`config.mk`:
```
export PLATFORM = sky130hd
export DESIGN_NAME = layer_out_serializer
export DESIGN_NICKNAME = d
export VERILOG_FILES = /design/src/rtl/layer_out_serializer_pkg.sv /design/src/rtl/layer_out_serializer.sv
export SDC_FILE = /design/constraint.sdc
export NUM_CORES = 1
export LEC_CHECK = 0
export ABC_AREA = 1
export CAP_MARGIN = 20
export CORE_UTILIZATION = 50
export DETAILED_ROUTE_END_ITERATION = 12
export PLACE_DENSITY = 0.89
export SKIP_CTS_REPAIR_TIMING = 1
export SLEW_MARGIN = 20
export SYNTH_ARGS = -nofsm -noshare
export SYNTH_HDL_FRONTEND = slang
export SYNTH_SLANG_ARGS = --single-unit
```
`constraint.sdc`:
```
create_clock -name clk -period 27.8 [get_ports clk]
set_input_delay 4.17 -clock clk [delete_from_list [all_inputs] [get_ports clk]]
set_output_delay 4.17 -clock clk [all_outputs]
set_load 0.03 [all_outputs]
```
`src/rtl/layer_out_serializer_pkg.sv`:
```
// Shared types and constants for the inter-layer neuron stream.
// The data width here is also used by the neuron blocks.
package layer_out_serializer_pkg;

  typedef enum logic [1:0] {
    IDLE = 2'd0,
    SEND = 2'd1,
    GAP  = 2'd2
  } ser_state_t;

  localparam int DEFAULT_DATA_WIDTH = 16;

endpackage

```
`src/rtl/layer_out_serializer.sv`:
```
// Captures a layer's parallel neuron outputs and replays them one word per cycle,
// neuron 0 first, with at least one idle cycle between frames.
module layer_out_serializer
  import layer_out_serializer_pkg::*;
#(
  parameter int NUM_NEURON = 30,
  parameter int DATA_WIDTH = DEFAULT_DATA_WIDTH
) (
  input  logic                           clk,
  input  logic                           rst,
  input  logic                           in_valid,
  input  logic [NUM_NEURON*DATA_WIDTH-1:0] in_data,
  output logic [DATA_WIDTH-1:0]          out_data,
  output logic                           out_valid,
  output logic                           busy,
  output logic                           frame_done,
  output logic                           overrun
);

  localparam int CNT_W = $clog2(NUM_NEURON);
  localparam logic [CNT_W-1:0] LAST_IDX = CNT_W'(NUM_NEURON - 1);

  ser_state_t             state;
  logic [CNT_W-1:0]       cnt;
  logic [CNT_W-1:0]       cnt_next;
  logic [DATA_WIDTH-1:0]  hold [NUM_NEURON];
  logic                   accept;

  // A new frame is taken only when no frame is being emitted.
  assign accept   = in_valid && !rst && ((state == IDLE) || (state == GAP));
  assign cnt_next = cnt + CNT_W'(1);

  // Snapshot of the parallel outputs; deliberately left without reset.
  always_ff @(posedge clk) begin
    if (accept) begin
      for (int k = 0; k < NUM_NEURON; k++) begin
        hold[k] <= in_data[k*DATA_WIDTH +: DATA_WIDTH];
      end
    end
  end

  // Frame FSM; cnt is the index of the beat currently on out_data.
  always_ff @(posedge clk) begin
    if (rst) begin
      state      <= IDLE;
      cnt        <= '0;
      out_data   <= '0;
      out_valid  <= 1'b0;
      busy       <= 1'b0;
      frame_done <= 1'b0;
      overrun    <= 1'b0;
    end else begin
      case (state)
        SEND: begin
          if (in_valid) begin
            overrun <= 1'b1;
          end
          if (cnt == LAST_IDX) begin
            state      <= GAP;
            out_valid  <= 1'b0;
            busy       <= 1'b0;
            frame_done <= 1'b0;
          end else begin
            cnt        <= cnt_next;
            out_data   <= hold[cnt_next];
            frame_done <= (cnt_next == LAST_IDX);
          end
        end
        IDLE, GAP: begin
          frame_done <= 1'b0;
          if (in_valid) begin
            // First beat comes straight from the input so it lands one cycle after acceptance.
            state     <= SEND;
            cnt       <= '0;
            out_data  <= in_data[DATA_WIDTH-1:0];
            out_valid <= 1'b1;
            busy      <= 1'b1;
          end else begin
            state     <= IDLE;
            out_valid <= 1'b0;
            busy      <= 1'b0;
          end
        end
        default: begin
          state      <= IDLE;
          cnt        <= '0;
          out_valid  <= 1'b0;
          busy       <= 1'b0;
          frame_done <= 1'b0;
        end
      endcase
    end
  end

endmodule
```
==> results of run 1 <==
==> power groups by stage <==
stage / Sequential, mW / Clock (mW) / Combinational [mW]
after floorplan: 0.930 / 0 / 0.114
after global placement: 0.903 / 0 / 0.231
after detailed placement: 0.905 / 0 / 0.238
after CTS: 0.889 / 0.678 / 0.241
after global routing: 0.891 / 0.705 / 0.260
final: 0.889 / 0.669 / 0.241
==> cell type report <==
| cell class | instances | area, µm² | area share (%) |
|---|---|---|---|
| antenna | 13 | 32.53 | 0.1154 |
| clock buffer | 59 | 1328 | 4.709 |
| clock inverter | 33 | 289.0 | 1.025 |
| inverter | 235 | 892.1 | 3.164 |
| multi-input combinational | 1127 | 4888 | 17.34 |
| sequential | 505 | 14920 | 52.92 |
| tap | 532 | 665.6 | 2.361 |
| timing repair buffer | 516 | 5179 | 18.37 |
==> registers in the layout (all words and copies together), names as in the netlist <==
signal,cells
hold,480
out_data,16
cnt,5
state,2
frame_done,1
overrun,1
==> cells by family after synthesis <==
| kind of cell | after synthesis | share of synthesized area (%) |
|---|---|---|
| and+or+nand+nor | 1066 | 21.19 |
| DFF | 505 | 70.57 |
| buffers and inverters | 343 | 6.553 |
| AOI/OAI and AO/OA | 55 | 1.314 |
| xor gates and xnor gates | 3 | 0.1954 |
| adders and majority gates | 3 | 0.1776 |
==> synthesized netlist by cell type <==
| master | number |
|---|---|
| nand2_1 | 686 |
| edfxtp_1 | 480 |
| nand3_1 | 370 |
| inv_1 | 230 |
| buf_2 | 63 |
| a21oi_1 | 37 |
| clkbuf_1 | 34 |
| dfxtp_1 | 25 |
| o21ai_0 | 14 |
| buf_1 | 6 |
| buf_4 | 5 |
| inv_2 | 5 |
| nor2_1 | 5 |
| ha_1 | 3 |
| o21ai_1 | 3 |
| nand4_1 | 2 |
| a211oi_1 | 1 |
| nand2_2 | 1 |
| nand3_2 | 1 |
| nor3_1 | 1 |
| xnor2_2 | 1 |
| xor2_1 | 1 |
| xor2_2 | 1 |
==> worst register-to-register path, stage by stage (launching register included) <==
cell and delay (ns):
dfxtp_4 0.96, inv_8 0.46, ha_4 0.64, inv_4 0.61
buf_4 0.69, nand3_1 0.26, nand2_1 0.11, nand2_1 0.06
nand3_1 0.16, nand3_1 0.27, nand3_1 0.17, a21oi_1 0.08
==> placed cells by master, fill, tap and decap left out, types with 2 or more instances in the layout <==
cell             count
clkinvlp_4           4
ha_1                 2
edfxtp_1           480
diode_2             13
o21ai_1              3
clkbuf_1             7
clkbuf_16           52
nand2_1            685
nand3_1            370
inv_8                2
inv_6                3
o21ai_0             14
inv_1              229
clkinv_1            12
nor2_1               4
nand2_2              2
clkdlybuf4s50_1    502
clkinv_2             8
inv_2                4
nand4_1              2
dfxtp_1             24
buf_12               2
a21oi_1             37
buf_4               10
bufinv_16            4
==> path summary, 6_finish.rpt <==
check	start	endpoint	slack, ns	depth (start not counted)
worst min-delay path	overrun$_SDFFE_PP0P_	overrun$_SDFFE_PP0P_	0.46	2
worst max register to register	cnt[0]$_SDFFE_PP0P_	out_data[6]$_SDFFE_PP0P_	23.19	11
worst min register to register	overrun$_SDFFE_PP0P_	overrun$_SDFFE_PP0P_	0.46	2
worst max-delay path	rst	hold[12][13]$_DFFE_PP_	21.46	4
==> layer usage <==
metal  part of all wire [%]  up-vias
met4                    6.1        4
met3                    9.0      218
met1                     34     7723
li1                       -     7493
met2                     51      979
met5                  0.041        -
==> reports/metrics.yaml, run 1 <==
finish:
  syn2layout_area_growth_pct: 33.39
  drive_above_1_share_pct: 4.121
  nets: 2922
  design_area_um2: 28190
  utilization_pct: 68.27
  fillers: 2767
  fin_cells: 3020
die:
  start_util_pct: 51.18
  fp.coreArea_um2: 41290
  die_y_um: 207.6
  rows: 74
  dieArea_um2: 43100
  die_x_um: 207.6
  ios: 503
synthesis:
  syn-num-nets: 2461
  synth-seq-cells: 505
  yosysSeqAreaShare_pct: 70.57
  yosysTopAreaCellShare_pct: 68.20
  ys.warnings.count: 0
  synth_cell_types: 23
  yosysTopAreaCell: "edfxtp_1"
  synth.avg_cell_area_um2: 10.70
  synth.area.top_cells: "edfxtp_1 68%, nand2_1 12%, nand3_1 8.8%"
  synthesis.area_um2: 21140
  synth_cells: 1975
pwr:
  p_switching_mw: 0.4404
  power.total_mw: 1.800
  p_int_mw: 1.359
  p_per_area_nw_per_um2: 63.84
  combPwrFrac_pct: 13.4
  clockPowerShare_pct: 37.2
  switching_share_pct: 24.47
  leakagePower_nw: 11.23
  pwr-share-seq_pct: 49.4
  irDropWorstVdd_mv: 0.06919
timing:
  post-route-period-util_pct: 22.79
  grt_setup_unrepaired: "no"
  fin_skew_ns: 0.02521
  max-slew-margin-rel_pct: 10.37
  finalHoldViolCount: 0
  worst_slew_pin_slew_ns: 1.344
  maxSlewViolCount: 0
  setup_ws_ns: 21.46
  holdWs_ns: 0.4609
  period_minus_slack_ns: 6.336
  timing.setup.tns_ns: 0
  setup_viol: 0
  fmax_mhz: 157.8
min_path:
  min_path_type: "reg -> reg"
grt:
  busiest_layer: "met2"
  grt_max_degree: 212
  grt_use_total_pct: 29.98
  grtUsageMet2_pct: 52.65
  grt_pass1_wl_um: 96280
  grt_use_met1_pct: 33.23
  grt_pass1_vias: 16660
  antenna_found_initial: 14
  grt.met3_usage_pct: 6.657
  grt_remaining_overflow: 0
routing:
  drtIter0Drc: 1655
  routed_wl_um: 65200
  drt_first_pass_iters: 6
  wl_per_cell_um: 21.59
  drc: 0
  num_vias: 16420
  avgViaCountPerCell: 5.436
  detail-route-antenna-nets: 0
placed_design:
  place_congestion: 0.8699
  place_area_um2: 26540
  port_buffers: 502
  place_inst: 2915
  pre_cts_slack_ns: 20.42
  dp.final_hpwl_um: 44040
setup_path:
  crit_buf_inv: 3
  cpLargestDelayFamily: "buffers and inverters"
  cp_max_fo: 211
  cp.arrival_ns: 6.54
  setup.worst_path.start_class: "primary input"
  cp-end-kind: "register"
  crit_chain: "clkdlybuf4s50_1 > nor2_4 > buf_12 > buf_6"
  cp_slowest_cell: "buf_6"
  required_ns: 28.01
  worst_path_largest_cell_delay_ns: 0.74
  crit_type: "in -> reg"
clock_network:
  cts_buffer_depth: 3
  tritoncts: "done"
  clkTransAtPathRegs_ns: 0.06
  root_buffer: "clkbuf_16"
  cts_made_buffers: 51
  htreeDepth: 2
  clock_sinks: 505
  worstSkewPairLatency_ns: 0.60
status:
  status: "finished clean"
run:
  maxCapViolations: 0
No activity file was read; power rests on OpenSTA's default activity.
==> inputs of run 2 (changes only) <==
- CORE_UTILIZATION: 50 -> 45
- PLACE_DENSITY: 0.89 -> 0.85
- clock period: 27.8 -> 5.6 ns (I/O delays scaled with it)
==> run 2 against run 1 <==
  * Sequential share of layout area down 0.41 points
  * Via count hardly changed
  * Flip-flop and latch count stayed put
  * Critical path depth is 5 higher
  * Cell area rose by 0.79%
  * Cell count is 2.5% higher
  * Register-to-register slack worse by 21 ns
  * Hold slack better by 0.012 ns
==> reports/metrics.yaml, run 2 (synthesized netlist as in run 1, its figures left out) <==
grt:
  grt_pass1_vias: 16220  # -2.6%
  antenna_found_initial: 9  # -5
  grt_remaining_overflow: 0  # unchanged
  grt_max_degree: 244  # +15%
  grt_use_total_pct: 28.73  # -1.3 points
  grt_pass1_wl_um: 99600  # +3.5%
timing:
  post-route-period-util_pct: 60.32
  finalHoldViolCount: 0  # unchanged
  timing.setup.tns_ns: 0  # unchanged
  worst_slew_pin_slew_ns: 1.140  # -0.2047 ns
  setup_viol: 0  # unchanged
  max-slew-margin-rel_pct: 24.01  # +14 points
  maxSlewViolCount: 0  # unchanged
  fmax_mhz: 296.0
  period_minus_slack_ns: 3.378
  grt_setup_unrepaired: "no"
  fin_skew_ns: 0.01727  # -0.007941 ns
setup_path:
  cp_max_fo: 243  # +15%
  cp.arrival_ns: 3.90  # -2.64 ns
  cp-end-kind: "register"
  crit_type: "reg -> reg"
  setup.worst_path.start_class: "register"
  required_ns: 6.13  # -21.88 ns
pwr:
  leakagePower_nw: 11.30  # +0.59%
  pwr-share-seq_pct: 47.7  # -1.7 points
  p_per_area_nw_per_um2: 324.8  # +410%
  p_int_mw: 6.950  # +410%
  combPwrFrac_pct: 13.7  # +0.3 points
  p_switching_mw: 2.279  # +420%
  irDropWorstVdd_mv: 0.3432  # +400%
  clockPowerShare_pct: 38.5  # +1.3 points
  switching_share_pct: 24.70  # +0.22 points
routing:
  avgViaCountPerCell: 5.301  # -2.5%
  drt_first_pass_iters: 5  # -1
  num_vias: 16410  # -0.067%
  drc: 0  # unchanged
  drtIter0Drc: 1663  # +0.48%
  routed_wl_um: 69730  # +6.9%
  detail-route-antenna-nets: 0  # unchanged
  wl_per_cell_um: 22.53  # +4.4%
finish:
  multiInputGateArea_um2: 4891  # about the same
  largest_registers: "hold (480), out_data (16), cnt (5)"
  nets: 2926  # +0.14%
  drive_above_1_share_pct: 4.234  # +0.11 points
  syn2layout_area_growth_pct: 34.44
  seq_area_um2: 14920  # unchanged
  final_cell_mix: "684 x nand2_1, 502 x clkdlybuf4s50_1, 480 x edfxtp_1"
  final_common_cell: "nand2_1"
  utilization_pct: 61.16  # -7.1 points
  fillers: 3609  # +30%
  largest-register: "hold"
  largest_reg_flops: 480  # unchanged
clock_network:
  worstSkewPairLatency_ns: 0.60  # about the same
  htreeDepth: 2  # unchanged
  cts_buffer_depth: 3  # unchanged
  clkTransAtPathRegs_ns: 0.06  # about the same
  cts_made_buffers: 53  # +3.9%
  root_buffer: "clkbuf_16"
  clock_sinks: 505  # unchanged
  tritoncts: "done"
placed_design:
  port_buffers: 502  # unchanged
  dp.final_hpwl_um: 49720  # +13%
  place_congestion: 0.9239  # +6.2%
die:
  ios: 503  # unchanged
  start_util_pct: 45.49  # -5.7 points
  die_y_um: 218.7  # +5.4%
  dieArea_um2: 47840  # +11%
  die_x_um: 218.7  # +5.4%
  rows: 79  # +6.8%
  fp.coreArea_um2: 46460  # +13%
status:
  status: "finished clean"
run:
  maxCapViolations: 0  # unchanged
min_path:
  min_path_type: "reg -> reg"
-- run 2: changes by cell type in the layout (fill, tap and decap cells not counted), sizes merged --
cell and delta:
inv -4, diode -5, clkinv -1, clkbuf +7
buf +2, bufinv +3, clkinvlp -2
-- run 2: per-stage QoR --
step                power (mW)  instances  cell area (µm²)  hold slack (ns)  worst slack, ns
floorplan                5.090       1975            21170           0.4806           -2.877
global placement         5.735       2991            26640           0.4448            2.252
detailed placement       5.749       2991            26640           0.4622            2.203
CTS                      9.277       3086            28370           0.4740            2.183
global route             9.525       3095            28410           0.5079            1.976
finish                   9.229       3095            28410           0.4728            2.222
-- run 2: power groups by stage --
stage | Clock [mW] | Combinational (mW) | Sequential [mW]
global placement | 0 | 1.26 | 4.48
finish | 3.56 | 1.27 | 4.41
CTS | 3.60 | 1.27 | 4.40
floorplan | 0 | 0.566 | 4.52
global route | 3.74 | 1.37 | 4.42
detailed placement | 0 | 1.27 | 4.48
-- run 2: final cells by class --
| class | count | area share (%) |
|---|---|---|
| multi-input combinational | 1127 | 17.21 |
| antenna | 8 | 0.07045 |
| clock buffer | 66 | 4.914 |
| sequential | 505 | 52.50 |
| timing repair buffer | 518 | 18.31 |
| clock inverter | 29 | 1.180 |
| tap | 607 | 2.673 |
| inverter | 235 | 3.140 |
-- run 2: final timing paths --
check	startpoint	end	slack, ns	cells after the start
hold reg to reg	overrun$_SDFFE_PP0P_	overrun$_SDFFE_PP0P_	0.47	2
setup / recovery	cnt[0]$_SDFFE_PP0P_	out_data[3]$_SDFFE_PP0P_	2.22	9
setup reg to reg	cnt[0]$_SDFFE_PP0P_	out_data[3]$_SDFFE_PP0P_	2.22	9
hold / removal	overrun$_SDFFE_PP0P_	overrun$_SDFFE_PP0P_	0.47	2
-- run 2: routing by layer --
layer,vias to the layer above,GRT usage (%),share of wire (%)
met1,7810,34.66,37
met3,174,5.136,8.0
li1,7503,-,-
met2,917,50.43,51
met4,2,11.94,4.0
met5,-,0,0.016
-- run 2: worst max-delay path: stages (launching register included) --
cell and delay [ns]:
dfxtp_4 0.40, buf_12 0.76, nand3_1 0.16, nand2_1 0.13, nand2_2 0.50, inv_2 0.72
nand3_1 0.16, nand3_1 0.21, nand3_1 0.12, a21oi_1 0.14
==> inputs of run 3 (changes only) <==
- clock period: 5.6 -> 3 ns (I/O delays scaled with it)
==> run 3 against run 2 <==
  * Via count unchanged
  * Combinational power rose by 85%
  * First-iteration DRC count down 3.6%
  * Highest routed layer unchanged
==> reports/metrics.yaml, run 3 (synthesized netlist as in run 1, its figures left out) <==
clock_network:
  clkTransAtPathRegs_ns: 0.06  # about the same
  worstSkewPairLatency_ns: 0.60  # about the same
  cts_buffer_depth: 3  # unchanged
  cts_made_buffers: 53  # unchanged
  htreeDepth: 2  # unchanged
  tritoncts: "done"
  clock_sinks: 505  # unchanged
  root_buffer: "clkbuf_16"
setup_path:
  cpLargestDelayFamily: "simple AND/OR/NAND/NOR gates"
  crit_chain: "inv_8 > buf_12 > buf_16 > nand2_1 > nand3_1 > nand2_1 > nand2_1 > nand3_1 > nand3_1 > nand3_1 > a21oi_1"
  cp_common_cell: "nand3_1"
  setup.worst_path.start_class: "register"
  worst_path_largest_cell_delay_ns: 0.45  # -0.31 ns
  cp.arrival_ns: 3.17  # -0.73 ns
  crit_type: "reg -> reg"
  required_ns: 3.52  # -2.61 ns
  cp_max_fo: 163  # -33%
  cp_slowest_cell: "buf_16"
  crit_buf_inv: 3  # +1
  cp-end-kind: "register"
finish:
  largest_registers: "hold (480), out_data (16), cnt (5)"
  drive_above_1_share_pct: 4.817  # +0.58 points
  largest-register: "hold"
  final_cell_mix: "684 x nand2_1, 502 x clkdlybuf4s50_1, 480 x edfxtp_1"
  syn2layout_area_growth_pct: 35.29
  nets: 2939  # +0.44%
  final_common_cell: "nand2_1"
  largest_reg_flops: 480  # unchanged
  fillers: 3526  # -2.3%
  utilization_pct: 61.55  # +0.39 points
routing:
  drtIter0Drc: 1603  # -3.6%
  detail-route-antenna-nets: 0  # unchanged
  drt_first_pass_iters: 6  # +1
  avgViaCountPerCell: 5.270  # -0.58%
  num_vias: 16410  # unchanged
  wl_per_cell_um: 21.65  # -3.9%
  routed_wl_um: 67390  # -3.4%
  drc: 0  # unchanged
placed_design:
  pre_cts_slack_ns: 0.3871  # -1.816 ns
  port_buffers: 502  # unchanged
  dp.final_hpwl_um: 47530  # -4.4%
  place_congestion: 0.9365  # +1.4%
grt:
  grt_use_total_pct: 27.52  # -1.2 points
  grt_pass1_wl_um: 96480  # -3.1%
  grt_remaining_overflow: 0  # unchanged
  grt_pass1_vias: 16380  # +0.98%
  antenna_found_initial: 24  # +15
  grt_max_degree: 243  # -0.41%
pwr:
  leakagePower_nw: 11.38  # +0.71%
  p_per_area_nw_per_um2: 592.9  # +83%
  irDropWorstVdd_mv: 0.5166  # +51%
run:
  maxCapViolations: 0  # unchanged
timing:
  maxSlewViolCount: 0  # unchanged
  setup_ws_ns: 0.3424  # -1.879 ns
  fin_skew_ns: 0.01911  # +0.001842 ns
  worst_slew_pin_slew_ns: 1.036  # -0.1042 ns
  max-slew-margin-rel_pct: 30.96  # +6.9 points
  finalHoldViolCount: 0  # unchanged
  timing.setup.tns_ns: 0  # unchanged
  grt_setup_unrepaired: "no"
  period_minus_slack_ns: 2.658  # -0.7206 ns
  setup_viol: 0  # unchanged
  fmax_mhz: 376.3  # +27%
  post-route-period-util_pct: 88.59  # +28 points
die:
  dieArea_um2: 47840  # unchanged
  rows: 79  # unchanged
  die_x_um: 218.7  # unchanged
  ios: 503  # unchanged
  die_y_um: 218.7  # unchanged
  fp.coreArea_um2: 46460  # unchanged
  start_util_pct: 45.49  # unchanged
min_path:
  min_path_type: "in -> reg"
status:
  status: "finished clean"
==> run 3: changes by cell type in the layout (fill, tap and decap cells not counted), sizes merged <==
cell      delta
bufinv       -2
clkinvlp     +1
clkinv       -3
inv          +2
buf         +13
diode        +7
==> run 3: cell type report <==
cell class                      instances  area [µm²]  share of cell area (%)
Timing Repair Buffer                  531        5425                   18.97
Clock inverter                         27       270.3                  0.9451
Sequential cell                       505       14920                   52.18
Multi-Input combinational cell       1127        4896                   17.12
Clock buffer                           66        1385                   4.844
Antenna cell                           15       37.54                  0.1313
Tap cell                              607       759.5                   2.656
Inverter                              235       899.6                   3.146
==> run 3: path summary, 6_finish.rpt <==
check / start / endpoint / slack (ns) / depth (start not counted)
hold / removal: in_data[341] / hold[21][5]$_DFFE_PP_ / 0.40 / 1
hold reg to reg: overrun$_SDFFE_PP0P_ / overrun$_SDFFE_PP0P_ / 0.47 / 2
setup / recovery: cnt[0]$_SDFFE_PP0P_ / out_data[2]$_SDFFE_PP0P_ / 0.34 / 11
setup reg to reg: cnt[0]$_SDFFE_PP0P_ / out_data[2]$_SDFFE_PP0P_ / 0.34 / 11
==> run 3: power breakdown <==
group,switching (mW),internal (mW),leakage [nW]
Sequential,0.115,8.10,4.66
Combinational,1.34,1.02,5.91
Clock,2.70,3.69,0.805
==> run 3: routing by layer <==
layer / part of all wire [%] / vias up / global-route usage (%)
met5: 0.16 / - / 0
met4: 5.3 / 16 / 15.30
met3: 8.4 / 190 / 6.597
met2: 50 / 846 / 47.67
met1: 36 / 7826 / 31.11
li1: - / 7528 / -
==> run 3: metrics by stage <==
stage / total power, mW / hold slack, ns / instances / cell area (µm²)
finish: 16.95 / 0.4020 / 3113 / 28590
global route: 17.52 / 0.3797 / 3111 / 28590
CTS: 17.04 / 0.3717 / 3097 / 28530
detailed placement: 10.71 / 0.4483 / 3004 / 26870
global placement: 10.66 / 0.4469 / 3004 / 26870
floorplan: 9.503 / 0.4827 / 1975 / 21170
